--- src/rtl/elastic_pipe_stage.sv ---
// Elastic inter-stage pipeline buffer: DEPTH-entry circular FIFO with valid/allow
// interlock, ready_go stall, synchronous flush and an optional hold-last-value output.
module elastic_pipe_stage #(
  parameter int               WIDTH         = 32,
  parameter int               DEPTH         = 2,
  parameter logic [WIDTH-1:0] RESET_VALUE   = '0,
  parameter bit               REG_ALLOW     = 1'b0,
  parameter bit               HOLD_ON_EMPTY = 1'b0
) (
  input  logic                       aclk,
  input  logic                       aresetn,
  input  logic                       valid_in,
  input  logic [WIDTH-1:0]           data_in,
  output logic                       allow_out,
  input  logic                       ready_go,
  input  logic                       allow_in,
  input  logic                       flush,
  input  logic [WIDTH-1:0]           nop_data,
  output logic                       valid_out,
  output logic [WIDTH-1:0]           data_out,
  output logic [$clog2(DEPTH+1)-1:0] count,
  output logic                       full,
  output logic                       empty
);

  localparam int CW = $clog2(DEPTH + 1);
  localparam int PW = (DEPTH > 1) ? $clog2(DEPTH) : 1;

  if (DEPTH < 1 || DEPTH > 16) begin : g_depth_chk
    $fatal(1, "elastic_pipe_stage: DEPTH must be in 1..16");
  end

  logic [WIDTH-1:0] mem_q [DEPTH];
  logic [PW-1:0]    wr_ptr_q, wr_ptr_d;
  logic [PW-1:0]    rd_ptr_q, rd_ptr_d;
  logic [CW-1:0]    count_q, count_d;
  logic [WIDTH-1:0] hold_q, hold_d;
  logic             push, pop;

  assign empty     = (count_q == '0);
  assign full      = (count_q == CW'(DEPTH));
  assign count     = count_q;
  assign valid_out = !empty && ready_go;
  assign pop       = valid_out && allow_in;
  assign push      = valid_in && allow_out;

  // Registered mode looks only at occupancy so allow never ripples upstream.
  if (REG_ALLOW) begin : g_reg_allow
    assign allow_out = !full;
  end else begin : g_comb_allow
    assign allow_out = !full || pop;
  end

  always_comb begin
    wr_ptr_d = wr_ptr_q;
    rd_ptr_d = rd_ptr_q;
    count_d  = count_q;
    hold_d   = hold_q;
    if (flush) begin
      wr_ptr_d = '0;
      rd_ptr_d = '0;
      count_d  = '0;
    end else begin
      if (push) wr_ptr_d = (wr_ptr_q == PW'(DEPTH - 1)) ? '0 : wr_ptr_q + PW'(1);
      if (pop) begin
        rd_ptr_d = (rd_ptr_q == PW'(DEPTH - 1)) ? '0 : rd_ptr_q + PW'(1);
        hold_d   = mem_q[rd_ptr_q];
      end
      if (push && !pop)      count_d = count_q + CW'(1);
      else if (pop && !push) count_d = count_q - CW'(1);
    end
  end

  always_comb begin
    data_out = nop_data;
    if (!empty)             data_out = mem_q[rd_ptr_q];
    else if (HOLD_ON_EMPTY) data_out = hold_q;
  end

  always_ff @(posedge aclk or negedge aresetn) begin
    if (!aresetn) begin
      wr_ptr_q <= '0;
      rd_ptr_q <= '0;
      count_q  <= '0;
      hold_q   <= RESET_VALUE;
    end else begin
      wr_ptr_q <= wr_ptr_d;
      rd_ptr_q <= rd_ptr_d;
      count_q  <= count_d;
      hold_q   <= hold_d;
    end
  end

  // Payload storage carries no reset; occupancy alone decides what is valid.
  always_ff @(posedge aclk) begin
    if (push && !flush) mem_q[wr_ptr_q] <= data_in;
  end

endmodule

--- config.mk ---
export PLATFORM = sky130hd
export DESIGN_NAME = elastic_pipe_stage
export DESIGN_NICKNAME = d
export VERILOG_FILES = /design/src/rtl/elastic_pipe_stage.sv
export SDC_FILE = /design/constraint.sdc
export NUM_CORES = 1
export LEC_CHECK = 0
export BUFFER_PORTS_ARGS = -buffer_cell sky130_fd_sc_hd__buf_2
export CORE_ASPECT_RATIO = 1.2
export CORE_MARGIN = 4
export CORE_UTILIZATION = 48
export CTS_CLUSTER_SIZE = 24
export DETAILED_ROUTE_END_ITERATION = 8
export PLACE_DENSITY = 0.88
export SYNTH_ARGS = -nofsm -noshare
export SYNTH_HDL_FRONTEND = slang
export SYNTH_SLANG_ARGS = --single-unit
--- constraint.sdc ---
create_clock -name aclk -period 4.3 [get_ports aclk]
set_input_delay 0.86 -clock aclk [delete_from_list [all_inputs] [get_ports aclk]]
set_output_delay 0.86 -clock aclk [all_outputs]
set_load 0.01 [all_outputs]
### Word-level counts from Yosys, hierarchy flattened

Memory sizes are Yosys's and may differ from the RTL's.
Index checks and enable logic that the tools add are counted.
W data, S select, Z words.

* register bits: 4
* bits in writable memories: 64
* input port bits: 70
* word-level logic and storage cells: 37
* memories kept: 1

* add/sub/neg operators: 4
* equality and inequality tests: 1
* mux-type cells: 12
* reductions and logical operators: 16

Memories
* mem_q: depth 2, bits a word 32, read ports 1, clocked after Yosys merged registers in 0, wr ports 1, line 33 `logic [WIDTH-1:0] mem_q [DEPTH];`

Operators with widths (number)
* $mux W32: 1
* $mux W1: 8
* $logic_and A1 B1 Y1: 6
* $mux W2: 3
* $logic_not A1 Y1: 5
* $reduce_bool A2 Y1: 2
* $reduce_bool A3 Y1: 1
* $add A1 B1 Y1 const B: 2
* $add A2 B1 Y2 const B: 1
* $eq A2 B2 Y1 const B: 1
* $logic_not A2 Y1: 1
* $sub A2 B1 Y2 const B: 1
* $logic_or A1 B1 Y1: 1

### Logic depth before layout (Yosys ltp)

* depth after elaboration: 11
* gate-level depth with buffers: 6
* depth with buffers taken out: 4

### Worst setup path before layout

OpenSTA, ideal clock, no wires.

* kind: input to register
* from: in allow_in
* to: mem mem_q[1][0], enable pin
* arrival time: 3656 ps
* data required time: 3832 ps
* slack: 176 ps
* cell stages on the path: 3
* cell sequence: nand2_1 a21bo_2 nor3b_1

* longest elaborated chain between the ends: 6

RTL lines
* start, declared: line 16 `input logic allow_in,`
* $logic_and A1 B1 Y1: line 44 `assign pop = valid_out && allow_in;`
* $logic_or A1 B1 Y1: line 51 `assign allow_out = !full || pop;`
* $logic_and A1 B1 Y1: line 45 `assign push = valid_in && allow_out;`
* $logic_and A1 B1 Y1: line 96 `if (push && !flush) mem_q[wr_ptr_q] <= data_in;`
* $mux W1: line 96
* $mux W1 (not written as such): line 96
* end, declared: line 33

Every way passes these cells.

### Final worst setup path

* from: reg count_q[0], in the netlist count[0]
* to: out data_out[26]

* longest elaborated chain between the ends: 2

RTL lines
* start, declared: line 36 `logic [CW-1:0] count_q, count_d;`
* start signal, assigned: line 89 `count_q <= count_d;`
* $logic_not A2 Y1: line 40 `assign empty = (count_q == '0);`
* $mux W32: line 76 `if (!empty) data_out = mem_q[rd_ptr_q];`
* end, declared: line 20 `output logic [WIDTH-1:0] data_out,`

Every way passes these cells.

==> results by group <==
Run status
  • Outcome: complete, no violations

Clock network
  • CTS buffer count: 9
  • Hold Buf Count CTS: 0
  • CTS root buffer: clkbuf_8
  • Post-CTS Setup Inserts: 0
  • Clk pin slew, worst setup/hold paths: 70 ps
  • Worst skew pair latency: 330 ps
  • # clock sinks: 68
  • Post-cts resize count: 0
  • CTS max path bufs: 2
  • Max H-tree Level: 3
  • CTS tree: yes

Global routing
  • Largest net degree at the start of global routing: about 70
  • Vias in the first global route: approximately 1900
  • First-pass GRT wire length: 8310 um
  • Gr usage total: 14.9%
  • Initial antenna violation count: 0
  • GR Overflow Total: 0

Critical path
  • Reg2Reg Launch Point: count[0]$_DFFE_PN0P_
  • Critical path origin: count[0]$_DFFE_PN0P_
  • Worst path max stage delay: 640 ps
  • Critical Path End Type: output pin
  • R2R cell count: 4
  • Critical Path Sink: data_out[26]
  • CP Max Fanout: 67
  • Startpoint types: register
  • R2R Path End: rd_ptr_q$_DFFE_PN0P_
  • Crit path max-delay family: buffers and inverters
  • Crit Path Class: register to output pin
  • Crit-path cells: or2_1 > inv_2 > nand2_1 > o21ai_0 > buf_2
  • Worst Path Buf+Inv: 2
  • Crit path DAT: 2090 ps
  • Reg-to-reg setup timing slack: 2500 ps
  • Worst path depth: 5
  • Worst Path Required: 3440 ps
  • CP max stage cell: inv_2

Synth
  • Post-Syn Nets: 269
  • Largest area contributor in the netlist: edfxtp_1
  • #FFs+latches synth: 68
  • Syn Inst Count: 199
  • Sequential share of the synthesized area: 71.4%
  • Syn Area/Cell: roughly 14 sq um
  • Yosys Warn Count: 0
  • Share of Yosys cell area claimed by the top area cell type: 67.9%
  • Count of cell types in the netlist: 26
  • Area of the mapped netlist: around 2800 sq um
  • Area contributors post-synth: edfxtp_1 68%, mux2i_1 11%, o21ai_0 5.8%, nand2_1 4.5%, dfrtp_1 3.5%

Timing
  • Fmax: 339 MHz
  • Worst Skew: 8.14 ps
  • Unrepaired setup endpoints after global routing: false
  • Final period util: 68.5%
  • Rel. slew slack: 36.5%
  • # setup viols final: 0
  • Final hold violation count: 0
  • Final worst setup slack: about 1400 ps
  • Min Tclk post-route: 2950 ps
  • Setup_tns: 0 ps
  • Worst-Margin Slew: 952 ps
  • Slew Limit Fails: 0

Pwr
  • Worst vdd ir: approximately 0.00047 V
  • Seq pwr share: a little over 50%
  • Combinational power share: 13.3%
  • Sw Share: 23.6%
  • Switching pwr: ~360 uW
  • Leak: 0.00145 uW
  • Power Density: between 400 and 500 nW/um^2
  • Internal power consumption: 1170 uW
  • Clock network power share: 36.4%

Cells and area
  • Most common cell after layout, fill and taps aside: buf_2
  • Area of the multi-input gates: around 750 sq um
  • Share of layout cells above drive strength 1: a little over two fifths
  • Syn-to-layout area delta: 29.5%
  • Fillers: 450
  • Final core utilization: 64.3%
  • Net count, final: 380
  • Antenna cells: 0
  • Sequential cell area: 2020 sq um
  • Design area: 3670 sq um
  • Most frequent cells in the layout: 107 x buf_2, 64 x edfxtp_1, 34 x nand2_1, 33 x o21ai_0, 32 x mux2i_1

Placement
  • Hpwl dp: 3760 um
  • Post-Place Worst Slack: 1680 ps
  • Port bufs: roughly 110
  • Placed cell area: ~3500 sq um
  • Final RePlAce weighted congestion: 0.724

Floorplan
  • Die height: around 90 um
  • # rows: 30
  • Die Width: 78.1 um
  • Core area: between 5000 and 6000 sq um
  • I/O pins: 108
  • Die area: 7200 sq um
  • Initial Util: 49.6%

Routing
  • Vias: 1887
  • WL per Instance: 13.1 um
  • Pre-Repair DR Iteration Count: 4
  • Residual DRC: 0
  • Routed wire length: about 5200 um
  • Post-DRT Antenna Nets: 0
  • Via density: 4.78
  • Drt first-iter violations: 39

Worst hold path
  • Min-Delay Path Class: input port to async pin

Flow run
  • Max-Cap Viols: 0
## layer usage
metal	track usage (%)	vias to the layer above	wire length (um)
li1	-	966	-
met1	16.1	851	2070
met2	26.9	63	2730
met3	4.72	7	335
met4	5.69	0	57
met5	0	-	0
## how the worst min path moves through the flow
stage,slack (ps),end,cells after the start,startpoint
after floorplan,560,count[0]$_DFFE_PN0P_,0,aresetn
after CTS,310,wr_ptr_q$_DFFE_PN0P_,1,aresetn
after detailed placement,590,count[0]$_DFFE_PN0P_,1,count[0]$_DFFE_PN0P_
final,330,wr_ptr_q$_DFFE_PN0P_,1,aresetn
after global routing,310,wr_ptr_q$_DFFE_PN0P_,1,aresetn
after global placement,560,count[0]$_DFFE_PN0P_,1,count[0]$_DFFE_PN0P_
## cell usage after synthesis
cell,instances
or3_1,2
mux2i_1,32
edfxtp_1,64
o31ai_1,1
inv_1,1
nor3b_1,1
a221oi_1,1
mux2_2,1
and2b_1,1
or2_1,1
nor2_1,1
inv_2,1
and2_1,1
clkbuf_1,3
nand2_1,34
nor2b_1,1
buf_2,7
nor3_1,1
a21bo_2,1
dfrtp_1,4
nand3_1,1
a21oi_1,3
o21ai_0,33
buf_6,1
a41o_1,1
xnor2_1,1
## flip-flops by register name, summed over array words and instances, names as in the netlist
signal,count
mem_q,64
rd_ptr_q,1
wr_ptr_q,1
count,2
## per-stage QoR
step | std cells | hold slack [ps] | total power, uW
final | 395 | 331 | 1530
after global routing | 395 | 309 | 1610
after CTS | 395 | 315 | 1550
after detailed placement | 379 | 589 | 994
after global placement | 379 | 559 | 984
after floorplan | 199 | 564 | 899
## logic make-up (layout without fill, tap and decap cells)
family / count (synthesis) / in the layout / share of synthesized area [%]
AOI/OAI and AO/OA: 40 / 40 / 7.64
xor gates and xnor gates: 1 / 1 / 0.309
muxes: 33 / 33 / 11.7
buffers and inverters: 13 / 129 / 2.30
DFF: 68 / 68 / 71.4
and+or+nand+nor: 44 / 44 / 6.63
## power groups by stage
| stage | combinational (uW) | sequential, uW | clock [uW] |
|---|---|---|---|
| finish | 204 | 771 | 559 |
| global route | 230 | 774 | 602 |
| CTS | 208 | 772 | 572 |
| detailed placement | 207 | 786 | 0 |
| global placement | 200 | 785 | 0 |
| floorplan | 121 | 779 | 0 |
## layout make-up
type / count / area share [%]
inverters: 2 / 0.205
clock buffers: 10 / 3.48
well taps: 80 / 2.73
repair buffers: 111 / 15.4
clock inverters: 6 / 2.42
multi-input cells: 118 / 20.6
flip-flops and latches: 68 / 55.2
Note: power is estimated with default switching activity, not from simulation.
